===== src/rtl/adc_pipe_phase_ctrl.sv =====
// adc_pipe_phase_ctrl
//
// Conversion sequencer for the 3-bit pipelined ADC. It generates the two
// non-overlapping sample/amplify phases (phi1/phi2) from the system clock, and
// holds the pipe encoder in reset while idle. It runs a requested number of
// conversions plus the pipeline flush, and returns each encoder result through
// a start/busy/valid/done handshake.
//
// Phase sequence: IDLE -> PH1 -> GAP1 -> PH2 -> GAP2 -> PH1 ...
// One phi period is 2*(PHASE_CYC+GAP_CYC) clk cycles. The encoder output is
// captured on the last GAP2 cycle of every period from index LATENCY onward.
//
// Optional feature macro: ADC_PIPE_CONT_EN
//   When it is defined, a start with num_conv_i == 0 selects continuous mode.
//   Periods then run until en_i drops or reset_i is asserted, with one valid_o
//   per period and no done_o. When it is undefined, a zero count gives a single
//   done_o pulse and runs no phases.
//
// Parameters:
//   PHASE_CYC  clk cycles each phase is high (>= 1)
//   GAP_CYC    clk cycles both phases are low between phases (>= 1)
//   LATENCY    phi periods from sample to valid encoder output
//   CNT_W      width of the conversion-count request
//
// Ports:
//   clk_i        system clock, rising edge
//   reset_i      asynchronous reset, active-high
//   en_i         sequencer enable; low aborts to IDLE
//   start_i      start request, sampled only in IDLE
//   num_conv_i   conversions to perform, latched on start
//   d_i          encoder output
//   phi1_o       sample phase
//   phi2_o       amplify/hold phase
//   enc_reset_o  encoder reset, high while idle
//   busy_o       sequence in progress
//   valid_o      one-cycle pulse, data_o holds a new result
//   data_o       captured conversion result
//   done_o       one-cycle pulse, sequence finished

module adc_pipe_phase_ctrl #(
    parameter int unsigned PHASE_CYC = 4,
    parameter int unsigned GAP_CYC   = 1,
    parameter int unsigned LATENCY   = 2,
    parameter int unsigned CNT_W     = 8
) (
    input  logic             clk_i,
    input  logic             reset_i,
    input  logic             en_i,
    input  logic             start_i,
    input  logic [CNT_W-1:0] num_conv_i,
    input  logic [2:0]       d_i,
    output logic             phi1_o,
    output logic             phi2_o,
    output logic             enc_reset_o,
    output logic             busy_o,
    output logic             valid_o,
    output logic [2:0]       data_o,
    output logic             done_o
);

    localparam int unsigned MAX_CYC = (PHASE_CYC > GAP_CYC) ? PHASE_CYC : GAP_CYC;
    localparam int unsigned PC_W    = $clog2(MAX_CYC + 1);
    localparam int unsigned P_W     = CNT_W + 2;

    localparam logic [PC_W-1:0] PH_LAST  = PC_W'(PHASE_CYC - 1);
    localparam logic [PC_W-1:0] GAP_LAST = PC_W'(GAP_CYC - 1);
    localparam logic [P_W-1:0]  LAT_P    = P_W'(LATENCY);

`ifdef ADC_PIPE_CONT_EN
    localparam bit CONT_EN = 1'b1;
`else
    localparam bit CONT_EN = 1'b0;
`endif

    typedef enum logic [2:0] {
        StIdle,
        StPh1,
        StGap1,
        StPh2,
        StGap2
    } state_e;

    state_e           state_q;
    logic [PC_W-1:0]  phase_cnt_q;  // cycles spent in the current phase state
    logic [P_W-1:0]   per_q;        // 0-based phi period index
    logic [CNT_W-1:0] n_q;          // latched conversion count
    logic             cont_q;       // continuous mode selected at start
    logic [P_W-1:0]   last_per;     // index of the final period of a counted run

    // The counted run covers N + LATENCY periods, so the last index is N + LATENCY - 1.
    assign last_per = {2'b00, n_q} + LAT_P - P_W'(1);

    always_ff @(posedge clk_i or posedge reset_i) begin
        if (reset_i) begin
            state_q     <= StIdle;
            phase_cnt_q <= '0;
            per_q       <= '0;
            n_q         <= '0;
            cont_q      <= 1'b0;
            phi1_o      <= 1'b0;
            phi2_o      <= 1'b0;
            enc_reset_o <= 1'b1;
            busy_o      <= 1'b0;
            valid_o     <= 1'b0;
            data_o      <= '0;
            done_o      <= 1'b0;
        end else begin
            // Pulse outputs default low; the branches below raise them for one cycle.
            valid_o <= 1'b0;
            done_o  <= 1'b0;

            if ((state_q != StIdle) && !en_i) begin
                // Abort: both phases drop together, so no runt overlap can occur.
                // data_o keeps the last captured result.
                state_q     <= StIdle;
                phase_cnt_q <= '0;
                per_q       <= '0;
                cont_q      <= 1'b0;
                phi1_o      <= 1'b0;
                phi2_o      <= 1'b0;
                busy_o      <= 1'b0;
                enc_reset_o <= 1'b1;
            end else begin
                unique case (state_q)
                    StIdle: begin
                        if (start_i && en_i) begin
                            if ((num_conv_i != '0) || CONT_EN) begin
                                state_q     <= StPh1;
                                phase_cnt_q <= '0;
                                per_q       <= '0;
                                n_q         <= num_conv_i;
                                cont_q      <= (num_conv_i == '0);
                                phi1_o      <= 1'b1;
                                busy_o      <= 1'b1;
                                enc_reset_o <= 1'b0;
                            end else begin
                                // Zero-count request completes immediately.
                                done_o <= 1'b1;
                            end
                        end
                    end

                    StPh1: begin
                        if (phase_cnt_q == PH_LAST) begin
                            state_q     <= StGap1;
                            phase_cnt_q <= '0;
                            phi1_o      <= 1'b0;
                        end else begin
                            phase_cnt_q <= phase_cnt_q + 1'b1;
                        end
                    end

                    StGap1: begin
                        if (phase_cnt_q == GAP_LAST) begin
                            state_q     <= StPh2;
                            phase_cnt_q <= '0;
                            phi2_o      <= 1'b1;
                        end else begin
                            phase_cnt_q <= phase_cnt_q + 1'b1;
                        end
                    end

                    StPh2: begin
                        if (phase_cnt_q == PH_LAST) begin
                            state_q     <= StGap2;
                            phase_cnt_q <= '0;
                            phi2_o      <= 1'b0;
                        end else begin
                            phase_cnt_q <= phase_cnt_q + 1'b1;
                        end
                    end

                    StGap2: begin
                        if (phase_cnt_q == GAP_LAST) begin
                            phase_cnt_q <= '0;
                            // Periods before LATENCY only fill the pipeline.
                            if (per_q >= LAT_P) begin
                                data_o  <= d_i;
                                valid_o <= 1'b1;
                            end
                            if (!cont_q && (per_q == last_per)) begin
                                state_q     <= StIdle;
                                per_q       <= '0;
                                busy_o      <= 1'b0;
                                enc_reset_o <= 1'b1;
                                done_o      <= 1'b1;
                            end else begin
                                state_q <= StPh1;
                                phi1_o  <= 1'b1;
                                // In continuous mode the index parks at LATENCY,
                                // so the counter never wraps.
                                if (!cont_q || (per_q < LAT_P)) begin
                                    per_q <= per_q + 1'b1;
                                end
                            end
                        end else begin
                            phase_cnt_q <= phase_cnt_q + 1'b1;
                        end
                    end

                    default: begin
                        state_q     <= StIdle;
                        phase_cnt_q <= '0;
                        per_q       <= '0;
                        cont_q      <= 1'b0;
                        phi1_o      <= 1'b0;
                        phi2_o      <= 1'b0;
                        busy_o      <= 1'b0;
                        enc_reset_o <= 1'b1;
                    end
                endcase
            end
        end
    end

endmodule

===== config.mk =====
export PLATFORM = sky130hd
export DESIGN_NAME = adc_pipe_phase_ctrl
export DESIGN_NICKNAME = d
export VERILOG_FILES = /design/src/rtl/adc_pipe_phase_ctrl.sv
export SDC_FILE = /design/constraint.sdc
export NUM_CORES = 1
export LEC_CHECK = 0
export CORE_AREA = 5 5 73 102
export CTS_CLUSTER_DIAMETER = 120
export DETAILED_ROUTE_END_ITERATION = 6
export DIE_AREA = 0 0 78 107
export GPL_TIMING_DRIVEN = 1
export PLACE_DENSITY = 0.59
export SETUP_SLACK_MARGIN = 0.3
export SYNTH_ARGS = -nofsm -noshare
export SYNTH_HDL_FRONTEND = slang
export SYNTH_SLANG_ARGS = --single-unit

===== constraint.sdc =====
create_clock -name clk_i -period 4.1 [get_ports clk_i]
set_input_delay 0.41 -clock clk_i [delete_from_list [all_inputs] [get_ports clk_i]]
set_output_delay 0.41 -clock clk_i [all_outputs]
set_load 0.05 [all_outputs]

==> impl_metrics.toml, run 1 <==
[sta]
slew_viol_final = 0
finalSetupViolations = 0
tightest_slew_ns = 0.710
setup_slack_ns = 1.47
clock.fmax_mhz = 381
finClkSkew_ns = 0.00787
slew_headroom_pct = 52.3
post-route-period-util_pct = 64.1
fin_crit_ns = 2.63
timing.setup.tns_ns = 0
fin_hold_ws_ns = 0.376
grt_setup_unrepaired = "false"
hold_viol = 0

[synthesis]
ys_warn_count = 0
syn_area_um2 = 2190
synthDistinctLibCells = 53
syn_inst = 239
seq_area_frac_synth_pct = 38.8
ys_async_sr_fraction_pct = 100
avgSynthCellArea_um2 = 9.18
ys.flop_type = "dfrtp_1"
synth_fp_nets = 261
synth_edf_count = 0
synth_seq_cells = 34

[clock_tree]
htree_levels = 2
cts.repair.resized = 0
clk_path_buf_depth = 2
clock_latency_ns = 0.28
root_buffer = "clkbuf_8"
cts_buffers = 5
postCtsHoldBufs = 0
cts_setup_buffers = 0
cts_tree = "built"
cts_sinks = 34
clk_pin_slew_ns = 0.07

[die]
io_pins = 24
die_h_um = 107
rows = 35
start_util_pct = 34.1
dieArea_um2 = 8350
coreArea_um2 = 6440
die-width_um = 78

[worst_setup_path]
crit_start = "n_q[0]$_DFFE_PP0P_"
crit_fanout = 9
worstReg2RegEnd = "per_q[0]$_DFFE_PP0P_"
crit_end = "per_q[0]$_DFFE_PP0P_"
end_kind = "flip-flop"
start_kind = "flip-flop"
required_ns = 4.25
critical_path_class = "flip-flop to flip-flop"
reg2regPathDepth = 7
timing.reg2reg.setup_slack_ns = 1.47
r2r-start = "n_q[0]$_DFFE_PP0P_"
arrival_ns = 2.78

[global_route]
overflow = 0
grt_pass1_vias = 1814
antenna_found_initial = 0
grt_usage_pct = 13.1
grt_pass1_wl_mm = 8.90
grt_max_degree = 27

[finish]
diodes = 0
mostFrequentLayoutCell = "dfrtp_1"
final_area_um2 = 2600
syn2layout_area_growth_pct = 18.4
drive_gt1_share_pct = 11.1
instances_no_fill = 335
final_cell_mix = "dfrtp_1, clkdlybuf4s50_1, nand2_1, inv_1, o21ai_0"
nets = 282

[detailed_routing]
wl_per_cell_um = 15.8
viasPerCell = 5.59
drtIter0Drc = 67
dr.pass1.iters = 4
drt-total-wl_mm = 5.28
ant_nets = 0
remaining_drc_errors = 0
vias = 1871

[job]
maxCapViolations = 0

[hold_path]
hold_path_class = "primary input to async pin"

[pwr]
peakVddDrop_mv = 0.361
p_leak_nw = 1.02
power_density_nw_per_um2 = 577

[status]
status = "complete, no violations"

[placed_design]
gp_congestion = 0.855
place_area_um2 = 2480
place_inst = 327
portBuffers = 23
preCtsSetupSlack_ns = 1.32
dpl.hpwl_mm = 4.04
cell families after synthesis:
group	after synthesis	share of synthesized area (%)
DFF	34	38.8
xor gates and xnor gates	7	2.80
muxes	13	6.62
AOI/OAI and AO/OA	63	21.1
buffers and inverters	28	5.36
adders and majority gates	7	3.99
and+or+nand+nor	87	21.3
final cells by class:
type,count,area (um2)
clock inverters,1,30.0
multi-input cells,177,1220
flip-flops and latches,34,852
repair buffers,26,253
inverters,16,60.1
fillers,647,3840
well taps,74,92.6
clock buffers,7,86.3
worst max-delay path: stages (launching register included):
cell and delay (ns):
dfrtp_1 0.48, ha_1 0.33, xor2_1 0.18, nor3_1 0.15, o2111ai_1 0.19, a2111oi_4 0.66, nand2b_1 0.33, o221ai_1 0.16
registers in the layout, indices dropped and copies added, names as in the netlist:
signal / cells
data_o: 3
per_q: 10
valid_o: 1
state_q: 3
done_o: 1
busy_o: 1
cont_q: 1
phase_cnt_q: 3
phi1_o: 1
enc_reset_o: 1
phi2_o: 1
n_q: 8
power by group:
group | switching (mW) | total (mW) | internal [mW]
combinational | 0.352 | 0.626 | 0.275
sequential | 0.131 | 0.551 | 0.420
clock | 0.122 | 0.321 | 0.198
layer usage:
metal	global-route usage (%)	up-vias	routed length (um)
met5	0	-	0
met4	4.35	0	75
met3	2.02	6	138
met2	24.3	30	2920
met1	14.9	915	2150
li1	-	920	-
how the worst min path moves through the flow:
stage	endpoint	slack [ns]	cells past startpoint
floorplan	phase_cnt_q[1]$_DFFE_PP0P_	0.48	2
global placement	data_o[1]$_DFFE_PP0P_	0.49	1
detailed placement	data_o[2]$_DFFE_PP0P_	0.50	1
CTS	data_o[1]$_DFFE_PP0P_	0.38	2
global route	data_o[1]$_DFFE_PP0P_	0.40	2
finish	data_o[2]$_DFFE_PP0P_	0.38	2
per-stage QoR:
step	util (%)	total power, mW
finish	40.3	1.50
global route	40.3	1.60
CTS	40.3	1.51
detailed placement	38.5	1.19
global placement	38.5	1.18
floorplan	-	1.02
synthesized netlist by cell type (all sizes together) (6+ instances only):
cell type / number / area [um2]
mux2: 12 / 135
o21ai: 14 / 70.1
nand2b: 6 / 37.5
nand2: 19 / 71.3
ha: 7 / 87.6
dfrtp: 33 / 826
nor3: 13 / 65.1
nor2: 10 / 37.5
a21oi: 13 / 65.1
inv: 16 / 60.1
nand3: 10 / 50.1
clkbuf: 8 / 31.3
Power figures use the tool's default switching activity.
==> run 2: changes to the inputs <==
PLACE_DENSITY = 0.61   (was 0.59)
clock period = 2.2 ns   (was 4.1 ns; I/O delays follow)
==> run 2 against run 1 <==
Highest routed layer unchanged. Sequential power up 69%. Maximum frequency is 25% higher. Critical path type unchanged. Die area unchanged.
==> impl_metrics.toml, run 2 (synthesized netlist as in run 1, its figures left out) <==
[job]
maxCapViolations = 0

[global_route]
grt_usage_pct = 14.0
overflow = 0
grt_max_degree = 20
antenna_found_initial = 0
grt_pass1_vias = 2067
grt_pass1_wl_mm = 9.51

[finish]
nets = 310
multi_input_area_um2 = 1350
final_area_um2 = 2920
diodes = 0
final_cell_mix = "dfrtp_1, buf_4, clkdlybuf4s50_1, nand2_1, inv_1"
nFillCells = 625
largest_reg_flops = 10
seqCellArea_um2 = 857
drive_gt1_share_pct = 28.0
reg_top3 = "per_q: 10 flops, n_q: 8 flops"
regMostFlops = "per_q"
syn2layout_area_growth_pct = 33.3

[clock_tree]
htree_levels = 2
clk_pin_slew_ns = 0.07
cts_sinks = 34
cts_buffers = 5
cts_tree = "built"
clock_latency_ns = 0.28
cts_setup_buffers = 0
root_buffer = "clkbuf_8"
clk_path_buf_depth = 2
postCtsHoldBufs = 0

[sta]
slew_viol_final = 0
finalSetupViolations = 0
hold_viol = 0
slew_headroom_pct = 55.1
tightest_slew_ns = 0.672
setup_slack_ns = 0.0915
clock.fmax_mhz = 474
grt_setup_unrepaired = "true"
timing.setup.tns_ns = 0
fin_hold_ws_ns = 0.331
finClkSkew_ns = 0.00485
post-route-period-util_pct = 95.8
fin_crit_ns = 2.11

[worst_setup_path]
timing.reg2reg.setup_slack_ns = 0.09
start_kind = "flip-flop"
crit_chain = "ha_4, xor2_1, nor4_1, o21ai_1, a2111oi_4, buf_6, a211oi_2, mux2_2"
critical_path_class = "flip-flop to flip-flop"
critical_path.top_delay_family = "compound AO/OA/AOI/OAI gates"
cp_num_buf_inv = 1
arrival_ns = 2.28
critical_path.slowest_cell = "dfrtp_2"
required_ns = 2.37
r2r-start = "n_q[1]$_DFFE_PP0P_"
crit_fanout = 9
worstReg2RegEnd = "phi1_o$_DFFE_PP0P_"
reg2regPathDepth = 8
end_kind = "flip-flop"
cp_slowest_stage_delay_ns = 0.44

[pwr]
peakVddDrop_mv = 0.740
p_leak_nw = 1.18
power_density_nw_per_um2 = 1030

[die]
start_util_pct = 34.1
die-width_um = 78
coreArea_um2 = 6440
die_h_um = 107
rows = 35
io_pins = 24
dieArea_um2 = 8350

[detailed_routing]
viasPerCell = 5.61
ant_nets = 0
dr.pass1.iters = 4
remaining_drc_errors = 0
drtIter0Drc = 109
drt-total-wl_mm = 5.72
wl_per_cell_um = 15.8
vias = 2037

[hold_path]
hold_path_class = "primary input to async pin"

[placed_design]
preCtsSetupSlack_ns = -0.112
dpl.hpwl_mm = 4.44
portBuffers = 23
gp_congestion = 0.896
place_area_um2 = 2720

[status]
status = "complete, no violations"
## run 2: changes by cell type in the layout (fill, tap and decap cells not counted), moves of 3 or more
cell and delta:
buf_4 +26, o21ai_0 -9, o21ai_1 +7, dfrtp_1 -4, dfrtp_2 +4, a211oi_1 -3
a211oi_2 +3, nand2b_1 -3, nand2b_4 +3
## run 2: metal layers
layer,share of wire (%),vias up,track usage (%)
met3,2.7,10,2.61
li1,-,978,-
met5,0,-,0
met1,39,1013,15.1
met4,2.6,0,5.92
met2,55,36,26.2
## run 2: per-stage QoR
| stage | utilization, % | power, mW | cells |
|---|---|---|---|
| after floorplan | - | 1.94 | 239 |
| after global placement | 42.3 | 2.43 | 355 |
| after detailed placement | 42.3 | 2.46 | 355 |
| after CTS | 44.3 | 2.95 | 363 |
| after global routing | 45.4 | 3.20 | 363 |
| final | 45.4 | 3.00 | 363 |
## run 2: how the worst max path moves through the flow
| stage | start | endpoint | slack, ns | depth (start not counted) |
|---|---|---|---|---|
| 5_1_grt | n_q[0]$_DFFE_PP0P_ | phi1_o$_DFFE_PP0P_ | -0.02 | 8 |
| 4_1_cts | n_q[0]$_DFFE_PP0P_ | phi1_o$_DFFE_PP0P_ | 0.04 | 8 |
| 6_report | n_q[1]$_DFFE_PP0P_ | phi1_o$_DFFE_PP0P_ | 0.09 | 8 |
| 3_3_place_gp | num_conv_i[0] | per_q[5]$_DFFE_PP0P_ | -0.10 | 8 |
| 2_1_floorplan | n_q[2]$_DFFE_PP0P_ | phi1_o$_DFFE_PP0P_ | 0.14 | 7 |
| 3_5_place_dp | num_conv_i[0] | per_q[6]$_DFFE_PP0P_ | -0.11 | 8 |
## run 2: layout make-up
type	instances	area share, %
inverter	16	2.05
timing repair buffer	54	16.4
clock buffer	6	2.48
tap	74	3.17
sequential	34	29.3
multi-input combinational	177	46.3
clock inverter	2	0.342
## run 2: worst reg2reg max path, stage by stage (launching register included)
cell and delay (ns):
dfrtp_2 0.44, ha_4 0.25, xor2_1 0.15, nor4_1 0.17
o21ai_1 0.15, a2111oi_4 0.30, buf_6 0.19, a211oi_2 0.08
mux2_2 0.27
## run 2: what timing repair did
action,in CTS,in global routing
resized for setup,9,21
pin swaps,2,2
setup endpoints to repair,16,20
## run 2: power breakdown
| part | switching, mW | internal (mW) |
|---|---|---|
| sequential | 0.146 | 0.788 |
| combinational | 0.869 | 0.743 |
| clock | 0.239 | 0.220 |
| total | 1.25 | 1.75 |
==> run 3: changes to the inputs <==
CORE_AREA = 5 5 62 86   (was 5 5 73 102)
DIE_AREA = 0 0 67 91   (was 0 0 78 107)
PLACE_DENSITY = 0.8   (was 0.61)
==> run 3 against run 2 <==
First-iteration DRC count fell by 22%. Critical path type unchanged. Sequential share of layout area shrank 0.51 points. Combinational power grew 6%. Power is 3.3% higher. Die area is 27% lower. Global-route usage rose by 6.1 points.
==> impl_metrics.toml, run 3 (synthesized netlist as in run 1, its figures left out) <==
[detailed_routing]
vias = 2043
dr.pass1.iters = 7
ant_nets = 0
viasPerCell = 5.72
drt-total-wl_mm = 5.81
drtIter0Drc = 85
remaining_drc_errors = 0
wl_per_cell_um = 16.3

[clock_tree]
cts_tree = "built"
postCtsHoldBufs = 0
clock_latency_ns = 0.29
cts_sinks = 34
cts_buffers = 5
clk_path_buf_depth = 2
htree_levels = 2
root_buffer = "clkbuf_8"
clk_pin_slew_ns = 0.07

[die]
rows = 29
io_pins = 24
start_util_pct = 49.1
coreArea_um2 = 4460
die_h_um = 91
die-width_um = 67
dieArea_um2 = 6100

[finish]
reg_top3 = "per_q: 10 flops, n_q: 8 flops"
regMostFlops = "per_q"
syn2layout_area_growth_pct = 35.1
drive_gt1_share_pct = 28.5
final_area_um2 = 2960
multi_input_area_um2 = 1350
diodes = 0
mostFrequentLayoutCell = "buf_4"
final_cell_mix = "buf_4, dfrtp_1, clkdlybuf4s50_1, nand2_1, inv_1"
largest_reg_flops = 10
final_util_pct = 66.4
nFillCells = 346
nets = 316
seqCellArea_um2 = 853

[worst_setup_path]
critical_path_class = "flip-flop to flip-flop"
cp_slowest_stage_delay_ns = 0.45
crit_top_cell = "o21ai_2"
critical_path.slowest_cell = "dfrtp_2"
crit_fanout = 6
timing.reg2reg.setup_slack_ns = 0.04
cp_num_buf_inv = 2
critical_path.top_delay_family = "compound AO/OA/AOI/OAI gates"
start_kind = "flip-flop"
crit_chain = "ha_4, xor2_1, nor4_1, o21ai_2, a2111oi_4, buf_4, buf_6, o21ai_2, a22o_1"
arrival_ns = 2.34
required_ns = 2.38
end_kind = "flip-flop"

[sta]
slew_viol_final = 0
finalSetupViolations = 0
slew_headroom_pct = 65.6
finClkSkew_ns = 0.00487
hold_viol = 0
post-route-period-util_pct = 98.1
timing.setup.tns_ns = 0
setup_slack_ns = 0.0420
fin_crit_ns = 2.16
tightest_slew_ns = 0.515
fin_hold_ws_ns = 0.336
grt_setup_unrepaired = "true"
clock.fmax_mhz = 463

[placed_design]
place_area_um2 = 2710
dpl.hpwl_mm = 4.13
gp_congestion = 0.863
portBuffers = 23
preCtsSetupSlack_ns = -0.0424

[global_route]
grt_pass1_wl_mm = 9.58
grt_usage_pct = 20.1
overflow = 0
grt_max_degree = 35
antenna_found_initial = 0
grt_pass1_vias = 2097

[job]
maxCapViolations = 0

[hold_path]
hold_path_class = "primary input to async pin"

[pwr]
p_leak_nw = 1.23
peakVddDrop_mv = 0.759
power_density_nw_per_um2 = 1050

[status]
status = "complete, no violations"
==> run 3: cell count changes in the layout (fill, tap and decap cells not counted), sizes merged <==
cell / previous run / this run
buf: 31 / 37
clkinv: 2 / 1
clkinvlp: 0 / 1
==> run 3: worst min-delay path, delay by kind of cell <==
family	cells	cell delay (ns)
buffers and inverters	3	0.83
==> run 3: path summary, 6_finish.rpt <==
check,from,to,cells past startpoint
worst max-delay path,n_q[0]$_DFFE_PP0P_,per_q[5]$_DFFE_PP0P_,9
worst min-delay path,reset_i,data_o[1]$_DFFE_PP0P_,3
worst max register to register,n_q[0]$_DFFE_PP0P_,per_q[5]$_DFFE_PP0P_,9
worst min register to register,data_o[0]$_DFFE_PP0P_,data_o[0]$_DFFE_PP0P_,1
max in group asynchronous,reset_i,enc_reset_o$_DFFE_PP1P_,3
min in group clk_i,data_o[0]$_DFFE_PP0P_,data_o[0]$_DFFE_PP0P_,1
==> run 3: area by class of cell <==
cell class	instances	area share, %
Clock inverter	2	0.422
Tap cell	62	2.62
Sequential cell	34	28.8
Inverter	16	2.03
Timing Repair Buffer	60	17.7
Multi-Input combinational cell	177	45.7
Clock buffer	6	2.79
==> run 3: report_power, final <==
| part | total (mW) | switching [mW] | leakage [nW] | internal [mW] |
|---|---|---|---|---|
| Combinational | 1.70 | 0.916 | 0.736 | 0.782 |
| Sequential | 0.920 | 0.134 | 0.442 | 0.785 |
| Clock | 0.486 | 0.234 | 0.0472 | 0.251 |
| Total | 3.10 | 1.28 | 1.23 | 1.82 |
==> run 3: timing repair <==
action | CTS | global route
setup buffers | 4 | 0
endpoints found under the setup margin | 26 | 27
gates cloned | 0 | 0
pin swaps | 9 | 6
gates resized for setup | 14 | 13
==> run 3: layer usage <==
metal	vias up	part of all wire, %	track usage (%)
met5	-	0	0
met4	0	2.8	9.98
met3	13	2.1	3.33
met2	46	55	35.6
met1	992	40	22.5
li1	992	-	-
==> run 3: metrics by stage <==
step,power (mW),instances
3_5_place_dp,2.45,345
5_1_grt,3.29,357
6_report,3.10,357
3_3_place_gp,2.42,345
4_1_cts,3.04,357
2_1_floorplan,1.94,239
